`src/rtl/seq_div_pkg.sv`:
```
// -----------------------------------------------------------------------------
// seq_div_pkg
//   Shared types and constants for the sequential signed divider.
//   DIV_W        : default divisor/quotient/remainder width
//   ITER_W       : width of the divide-step counter (counts 0 .. 2*DIV_W-1)
//   QMAX / QMIN  : saturation limits of a DIV_W-bit signed quotient
//   state_t      : divider FSM state encoding
// -----------------------------------------------------------------------------
package seq_div_pkg;

    localparam int DIV_W  = 8;
    localparam int ITER_W = $clog2(2 * DIV_W) + 1;

    localparam logic [DIV_W-1:0] QMAX = {1'b0, {(DIV_W-1){1'b1}}};
    localparam logic [DIV_W-1:0] QMIN = {1'b1, {(DIV_W-1){1'b0}}};

    typedef enum logic [1:0] {
        IDLE   = 2'd0,
        DIVIDE = 2'd1,
        FIX    = 2'd2,
        DONE   = 2'd3
    } state_t;

endpackage

```
`src/rtl/seq_div_step.sv`:
```
// -----------------------------------------------------------------------------
// div_step
//   One combinational restoring-division step on magnitudes.
//   i_rem  : current partial remainder (always < i_dvs)
//   i_msb  : next dividend bit shifted into the remainder
//   i_dvs  : divisor magnitude
//   o_rem  : next partial remainder
//   o_qbit : quotient bit produced by this step
// -----------------------------------------------------------------------------
module div_step #(
    parameter int W = 8
) (
    input  logic [W-1:0] i_rem,
    input  logic         i_msb,
    input  logic [W-1:0] i_dvs,
    output logic [W-1:0] o_rem,
    output logic         o_qbit
);

    logic [W:0] w_sh;

    // Shifted remainder is < 2*dvs, so it needs one extra bit; the trial result
    // (kept or restored) always fits back into W bits.
    assign w_sh   = {i_rem, i_msb};
    assign o_qbit = (w_sh >= {1'b0, i_dvs});
    assign o_rem  = o_qbit ? W'(w_sh - {1'b0, i_dvs}) : w_sh[W-1:0];

endmodule

```
`src/rtl/seq_div.sv`:
```
// -----------------------------------------------------------------------------
// seq_div
//   Sequential signed restoring divider: 2W-bit dividend / W-bit divisor,
//   one quotient bit per clock, start/done handshake.
//   clk, rst_n (async, active low)
//   start     : load operands and begin (accepted in IDLE or DONE only)
//   dvd, dvs  : signed dividend (2W) and divisor (W), sampled on the start edge
//   quo, rem  : signed quotient (toward zero) and remainder (sign of dividend)
//   done      : high in DONE;  busy : high in DIVIDE and FIX
//   div_zero  : divisor was zero;  ovf : quotient does not fit W bits
//   Build option SEQ_DIV_SAT_EN: saturate quo on ovf (default: wrap).
// -----------------------------------------------------------------------------
module seq_div
    import seq_div_pkg::*;
#(
    parameter int W = DIV_W
) (
    input  logic                  clk,
    input  logic                  rst_n,
    input  logic                  start,
    input  logic signed [2*W-1:0] dvd,
    input  logic signed [W-1:0]   dvs,
    output logic signed [W-1:0]   quo,
    output logic signed [W-1:0]   rem,
    output logic                  done,
    output logic                  busy,
    output logic                  div_zero,
    output logic                  ovf
);

    state_t              r_state, w_next;
    logic [ITER_W-1:0]   r_iter;
    logic [2*W-1:0]      r_q;        // dividend bits shifting out, quotient bits shifting in
    logic [W-1:0]        r_rem;      // partial remainder magnitude
    logic [W-1:0]        r_dvs;      // divisor magnitude
    logic                r_sd, r_ss, r_dz;
    logic [W-1:0]        r_quo, r_remo;
    logic                r_dzo, r_ovf;

    logic                w_accept, w_last, w_neg, w_ovf, w_qbit;
    logic [2*W-1:0]      w_dvd_mag;
    logic [W-1:0]        w_dvs_mag, w_step_rem, w_quo_wrap, w_quo_fix, w_rem_s, w_rem_dz;

    // Magnitudes as unsigned values: the most-negative inputs negate to
    // themselves, which read unsigned are exactly 2^(2W-1) and 2^(W-1).
    assign w_dvd_mag = dvd[2*W-1] ? -dvd : dvd;
    assign w_dvs_mag = dvs[W-1]   ? -dvs : dvs;

    assign w_accept = start && (r_state == IDLE || r_state == DONE);
    assign w_last   = (r_iter == ITER_W'(2*W-1));

    div_step #(.W(W)) u_step (
        .i_rem  (r_rem),
        .i_msb  (r_q[2*W-1]),
        .i_dvs  (r_dvs),
        .o_rem  (w_step_rem),
        .o_qbit (w_qbit)
    );

    // Sign fix-up of the 2W-bit magnitude quotient.
    assign w_neg      = r_sd ^ r_ss;
    assign w_ovf      = w_neg ? ((|r_q[2*W-1:W]) || (r_q[W-1] && (|r_q[W-2:0])))
                              : (|r_q[2*W-1:W-1]);
    assign w_quo_wrap = w_neg ? W'(-r_q) : r_q[W-1:0];
`ifdef SEQ_DIV_SAT_EN
    assign w_quo_fix  = w_ovf ? (w_neg ? QMIN : QMAX) : w_quo_wrap;
`else
    assign w_quo_fix  = w_quo_wrap;
`endif
    assign w_rem_s    = r_sd ? -r_rem : r_rem;
    // No divide ran, so r_q still holds |dvd|; re-applying the sign gives dvd[W-1:0].
    assign w_rem_dz   = r_sd ? -r_q[W-1:0] : r_q[W-1:0];

    // State register
    always_ff @(posedge clk or negedge rst_n) begin
        if (!rst_n) r_state <= IDLE;
        else        r_state <= w_next;
    end

    // Next-state logic
    always_comb begin
        w_next = r_state;
        case (r_state)
            IDLE, DONE: if (start) w_next = (dvs == '0) ? FIX : DIVIDE;
            DIVIDE:     if (w_last) w_next = FIX;
            FIX:        w_next = DONE;
            default:    w_next = IDLE;
        endcase
    end

    // Output logic
    always_comb begin
        done = (r_state == DONE);
        busy = (r_state == DIVIDE) || (r_state == FIX);
    end

    // Datapath
    always_ff @(posedge clk or negedge rst_n) begin
        if (!rst_n) begin
            r_iter <= '0;
            r_q    <= '0;
            r_rem  <= '0;
            r_dvs  <= '0;
            r_sd   <= 1'b0;
            r_ss   <= 1'b0;
            r_dz   <= 1'b0;
            r_quo  <= '0;
            r_remo <= '0;
            r_dzo  <= 1'b0;
            r_ovf  <= 1'b0;
        end else if (w_accept) begin
            r_iter <= '0;
            r_q    <= w_dvd_mag;
            r_rem  <= '0;
            r_dvs  <= w_dvs_mag;
            r_sd   <= dvd[2*W-1];
            r_ss   <= dvs[W-1];
            r_dz   <= (dvs == '0);
            r_quo  <= '0;
            r_remo <= '0;
            r_dzo  <= 1'b0;
            r_ovf  <= 1'b0;
        end else if (r_state == DIVIDE) begin
            r_iter <= r_iter + 1'b1;
            r_q    <= {r_q[2*W-2:0], w_qbit};
            r_rem  <= w_step_rem;
        end else if (r_state == FIX) begin
            if (r_dz) begin
                r_quo  <= '0;
                r_remo <= w_rem_dz;
                r_dzo  <= 1'b1;
                r_ovf  <= 1'b0;
            end else begin
                r_quo  <= w_quo_fix;
                r_remo <= w_rem_s;
                r_dzo  <= 1'b0;
                r_ovf  <= w_ovf;
            end
        end
    end

    assign quo      = r_quo;
    assign rem      = r_remo;
    assign div_zero = r_dzo;
    assign ovf      = r_ovf;

endmodule
```
`config.mk`:
```
export PLATFORM = sky130hd
export DESIGN_NAME = seq_div
export DESIGN_NICKNAME = d
export VERILOG_FILES = /design/src/rtl/seq_div_pkg.sv /design/src/rtl/seq_div_step.sv /design/src/rtl/seq_div.sv
export SDC_FILE = /design/constraint.sdc
export NUM_CORES = 1
export LEC_CHECK = 0
export CAP_MARGIN = 5
export CELL_PAD_IN_SITES_DETAIL_PLACEMENT = 1
export CELL_PAD_IN_SITES_GLOBAL_PLACEMENT = 2
export CORE_ASPECT_RATIO = 0.7
export CORE_MARGIN = 2
export CORE_UTILIZATION = 31
export CTS_CLUSTER_DIAMETER = 30
export DETAILED_ROUTE_END_ITERATION = 6
export PLACE_DENSITY = 0.76
export SLEW_MARGIN = 15
export SYNTH_ARGS = -nofsm -noshare
export SYNTH_HDL_FRONTEND = slang
export SYNTH_SLANG_ARGS = --single-unit
```
`constraint.sdc`:
```
create_clock -name clk -period 2.06 [get_ports clk]
set_input_delay 0.309 -clock clk [delete_from_list [all_inputs] [get_ports clk]]
set_output_delay 0.309 -clock clk [all_outputs]
set_load 0.005 [all_outputs]
```
Word-level counts from Yosys, hierarchy flattened
Cells that the tools add are included.
- bits in registers: 60
- input port bits: 27
- output and inout bits: 20
- logic and storage cells: 76
- add/subtract/negate cells: 7
- order comparisons: 1
- equal/unequal tests: 7
- muxes and demuxes: 33
- bitwise gates (word level): 1
- reductions and logical operators: 15
- operator list (cell ; number):
    8-bit 2-to-1 mux ; 15
    16-bit 2-to-1 mux ; 3
    8-bit negation ; 4
    16-bit negation ; 1
    5-bit 2-to-1 mux ; 2
    9-bit by 8-bit greater-or-equal comparator with 1-bit output ; 1
    1-bit 2-to-1 mux ; 9
    9-bit OR reduction ; 1
    8-bit zero test ; 1
    8-bit OR reduction ; 1
    8-bit subtractor ; 1
    7-bit OR reduction ; 1
    2-bit 2-to-1 mux ; 3
    2-bit inequality test, second input constant ; 3
    2-bit case mux with 3 select lines ; 1
    5-bit by 1-bit adder with 5-bit output, second input constant ; 1
    5-bit by 4-bit == test with 1-bit output, second input constant ; 1
    2-bit == test, second input constant ; 2
    2-bit AND reduction ; 2
    2-bit nonzero test ; 2
    1-bit logical OR ; 3
    2-bit by 1-bit == test with 1-bit output, second input constant ; 1
    1-bit logical AND ; 2
    2-bit zero test ; 1
    other kinds (2) ; 2

Logic depth before layout (Yosys ltp)
- word-level depth: 8
- depth in mapped cells: 10
- gate-level depth less buffers: 10

Modules after synthesis
A second synthesis with hierarchy kept.
- cell total of the unflattened synthesis: 440
- area total of the unflattened synthesis: 4022.6 um^2
- modules (own cells, without submodules) (module ; instances ; cells each ; area an instance (um^2) ; seq. area each (um^2)):
    seq_div ; 1 ; 371 ; 3502.1 ; 1501.4
    div_step ; 1 ; 69 ; 520.5 ; 0.0

Worst setup path before layout
Ideal clock, no wire load.
- kind: reg-to-reg
- start point: register r_rem[0]
- end point: register r_rem[3]
- library setup time: 0.137 ns
- data arrival time: 1.968 ns
- required time: 1.923 ns
- setup slack: -0.045 ns
- stages on the path, launching flop included: 9
- buffers on the path: 1
- period minus slack after synthesis: 2.105 ns
- cell sequence: dfrtp_1 ha_1 nor2b_1 o31ai_1 a31o_1 and2_1 buf_2 mux2i_1 a21oi_1
- word-level cells in the longest chain between the ends: 4
- elaborated cells on any way between the ends: 5
- classes of those cells: add/sub: 1; order compare: 1; mux: 3
- ends and longest elaborated chain (what ; RTL line ; source):
    start: declaration ; seq_div.sv:34 ; logic [W-1:0] r_rem;
    start signal: assignment ; seq_div.sv:126 ; r_rem <= w_step_rem;
    8-bit subtractor / 9-bit by 8-bit greater-or-equal comparator with 1-bit output (equally long branches) ; seq_div_step.sv:26, seq_div_step.sv:25 ;
    8-bit 2-to-1 mux (*) ; seq_div_step.sv:26 ; assign o_rem = o_qbit ? W'(w_sh - {1'b0, i_dvs}) : w_sh[W-1:0];
    8-bit 2-to-1 mux (*) ; seq_div.sv:123 ; end else if (r_state == DIVIDE) begin
    8-bit 2-to-1 mux (*) ; seq_div.sv:111 ; end else if (w_accept) begin
Mark *: on every way between the ends. The rest lies on a longest branch, timed or not. The select of a mux whose other input is x is not followed.
A chain may end at the register's enable or synchronous reset.

Final worst setup path
- start point: register r_q[15]
- end point: register r_rem[6]
- word-level cells in the longest chain between the ends: 4
- elaborated cells on any way between the ends: 5
- classes of those cells: add/sub: 1; order compare: 1; mux: 3
- ends and longest elaborated chain (what ; RTL line ; source):
    start: declaration ; seq_div.sv:33 ; logic [2*W-1:0] r_q;
    start signal: assignment ; seq_div.sv:113 ; r_q <= w_dvd_mag;
    start signal: assignment ; seq_div.sv:125 ; r_q <= {r_q[2*W-2:0], w_qbit};
    8-bit subtractor / 9-bit by 8-bit greater-or-equal comparator with 1-bit output (equally long branches) ; seq_div_step.sv:26, seq_div_step.sv:25 ;
    8-bit 2-to-1 mux (*) ; seq_div_step.sv:26 ;
    8-bit 2-to-1 mux (*) ; seq_div.sv:123 ;
    8-bit 2-to-1 mux (*) ; seq_div.sv:111 ;
Marked as above.

==> summary.md <==
| Metric | Value |
|---|---|
| Clock-pin slew on the worst setup and hold paths | 0.06 ns |
| Critical path startpoint category | register |
| Commonest non-fill, non-tap cell in the layout | buf_4 |
| RSZ-0062 raised after global routing | true |
| Number of flops mapped to enable cells by yosys | 0 |
| Placed cells | 667 |
| Crit share post-route | 0.984 |
| Worst slew margin | 0.587 |
| Core Footprint | 11900 sq um |
| Sw Share | 0.413 |
| CTS H-tree lvls | 3 |
| Worst skew pair latency | 0.33 ns |
| Worst Skew | 0.00790 ns |
| Ports | 47 |
| First-pass GRT wire length | 18.7 mm |
| Clock buffer depth | 2 |
| Total power | 9140 uW |
| Static Leak | 0.00245 uW |
| Initial DRC count | 148 |
| Vias per cell | 4.99 |
| PwrDens | 1650 nW/um^2 |
| Syn nets | 471 |
| GR Util All Layers | 0.180 |
| Via count | 3481 |
| Fin util | 0.465 |
| Run status | finished, final reports clean |
| CTS Buf Count | 9 |
| CTS tree | yes |
| Critical path class | reg -> reg |
| Max Cap Viol | 0 |
| CP max FO | 2 |
| Final nets | 580 |
| Die Footprint | 13300 sq um |
| Total wire length | 11.8 mm |
| Vias in the first global route | 3562 |
| Buf/Inv on CP | 2 |
| ANT nets after route | 0 |
| Syn Inst Count | 426 |
| WL/cell | 16.9 um |
| Largest stage delay, worst path | 0.39 ns |
| Most frequent cells in the layout | buf_4, dfrtp_1, nand2_1 |
| CP arrival | 2.28 ns |
| Fin. max-slew vios | 0 |
| Logic pwr share | 0.595 |
| Largest net degree at the start of global routing | 61 |
| DRC Markers | 0 |
| Final setup vio count | 0 |
| Hold slack final | 0.417 ns |
| Req. time, crit path | 2.31 ns |
| Crit path cell chain | inv_2, ha_4, inv_2, fa_2, a211oi_4, o21bai_1, a21oi_1, xnor2_1, mux2i_1, a21oi_1 |
| CP max stage cell | dfrtp_1 |
| Post-DP HPWL | 8.36 mm |
| Initial antenna violation count | 0 |
| Worst Setup End Kind | register |
| Worst setup path start | r_q[15] |
| Minimum clock period | 2.03 ns |
| # rows | 33 |
| Layout cells sized above 1 | 0.248 |
| Unique cell type count in the Yosys netlist | 54 |
| Post-synth ARST share | 1.00 |
| Synth warn | 0 |
| Ys flop type | dfrtp_1 |
| Initial Util | 0.323 |
| Hold Crit Class | in -> reg |
| Sum Neg Setup Slack | 0 ns |
| Chip height | 97.1 um |
| Root Buffer | clkbuf_16 |
| TritonRoute pass-1 iters | 6 |
| Grt total ovfl | 0 |
| Max Fclk | 493 MHz |
| Synthesized flop and latch total | 60 |
| Layout Cells excl Fill | 697 |
| Seq/Total Area, Yosys | 0.391 |
| Register share of total power | 0.232 |
| Internal | 5360 uW |
| Part of the power in the clock network | 0.173 |
| Switch Pwr | 3780 uW |
| Top delay family on crit path | compound AO/OA/AOI/OAI gates |
| Worst-Margin Slew | 0.614 ns |
| Post-synthesis cell area | 3840 sq um |
| Synth Area per Inst | 9.02 sq um |
| Final hold violations | 0 |
| Worst r2r src | r_q[15] |
| P&R area growth vs syn | 44.1% |
| Peak supply drop | 822 uV |
| Final GP Congestion | 0.832 |
| Hold Crit Start | dvd[0] |
| Sink Count | 60 |
| Die Width | 137 um |
| Diode count | 0 |
| IO buf count | 46 |
-- Yosys cell counts, types with 4 or more instances --
cell type,n,share of area
dfrtp_1,60,0.39
ha_1,17,0.055
o31ai_1,11,0.021
xnor2_1,23,0.052
nand3_1,4,0.0052
xor2_1,23,0.052
or3_1,7,0.011
mux2i_1,19,0.050
clkbuf_1,20,0.020
o21ai_0,30,0.039
nor3_1,6,0.0078
nor2b_1,7,0.011
a211oi_1,6,0.012
a21oi_1,16,0.021
o21ai_1,16,0.021
nand2_1,59,0.058
nor2_1,19,0.019
a22o_1,5,0.011
inv_1,24,0.023
-- power groups by stage --
stage | Clock [uW] | Sequential [uW] | Combinational [uW]
2_1_floorplan | 0 | 1980 | 2960
3_3_place_gp | 0 | 2060 | 4580
3_5_place_dp | 0 | 2090 | 4710
4_1_cts | 1620 | 2090 | 4920
5_1_grt | 1670 | 2190 | 6040
6_report | 1580 | 2120 | 5440
-- sequential cells by signal, summed over array words and instances, names as in the netlist --
register,cells
r_dz,1
r_state,2
quo,8
r_sd,1
r_iter,5
r_rem,8
r_ss,1
r_dvs,8
ovf,1
r_q,16
div_zero,1
rem,8
-- path summary, 6_finish.rpt --
kind / endpoint / cells past startpoint / slack (ns)
min in group asynchronous: r_state[0] / 3 / 0.51
max in group asynchronous: r_rem[4] / 3 / 1.25
min: r_q[0] / 4 / 0.42
min reg2reg: r_dvs[2] / 2 / 0.48
max: r_rem[6] / 10 / 0.03
max reg2reg: r_rem[6] / 10 / 0.03
-- metrics by stage --
step	cell area [sq um]	setup WS (ns)
final	5540	0.0321
after global routing	5540	-0.0688
after CTS	5300	-0.0335
after detailed placement	4910	-0.441
after global placement	4910	-0.383
after floorplan	3850	0.0147
-- what timing repair did --
action / 4_1_cts / 5_1_grt
gates cloned: 0 / 1
endpoints found under the hold margin: 8 / 0
gates resized for setup: 17 / 32
buffers inserted: 3 / 9
setup endpoints to repair: 11 / 20
hold buffers: 1 / 0
pin swaps: 10 / 14
-- metal layers --
| layer | share of wire | track usage |
|---|---|---|
| met5 | 0 | 0 |
| met4 | 0.0084 | 0.0365 |
| met3 | 0.027 | 0.0459 |
| met2 | 0.44 | 0.267 |
| met1 | 0.52 | 0.263 |
-- cells by family after synthesis --
family	Yosys count	share of synthesized area
compound gates	111	0.189
xor+xnor	46	0.105
fa+ha+maj	18	0.0606
buf+inv	48	0.0472
flops	60	0.391
mux	20	0.0554
simple gates	123	0.152
-- final cells by class --
cell class	count	area (sq um)
sequential	60	1500
multi-input combinational	319	2370
clock inverter	5	60.1
tap	157	196
clock buffer	11	253
fill	1356	6360
timing repair buffer	120	1060
inverter	25	93.8
-- worst register-to-register path, cell delays in order, from the launching register on --
cell      delay [ns]
dfrtp_1         0.39
inv_2           0.09
ha_4            0.13
inv_2           0.04
fa_2            0.38
a211oi_4        0.24
o21bai_1        0.13
a21oi_1         0.19
xnor2_1         0.14
mux2i_1         0.08
a21oi_1         0.14
Power figures use the tool's default switching activity.
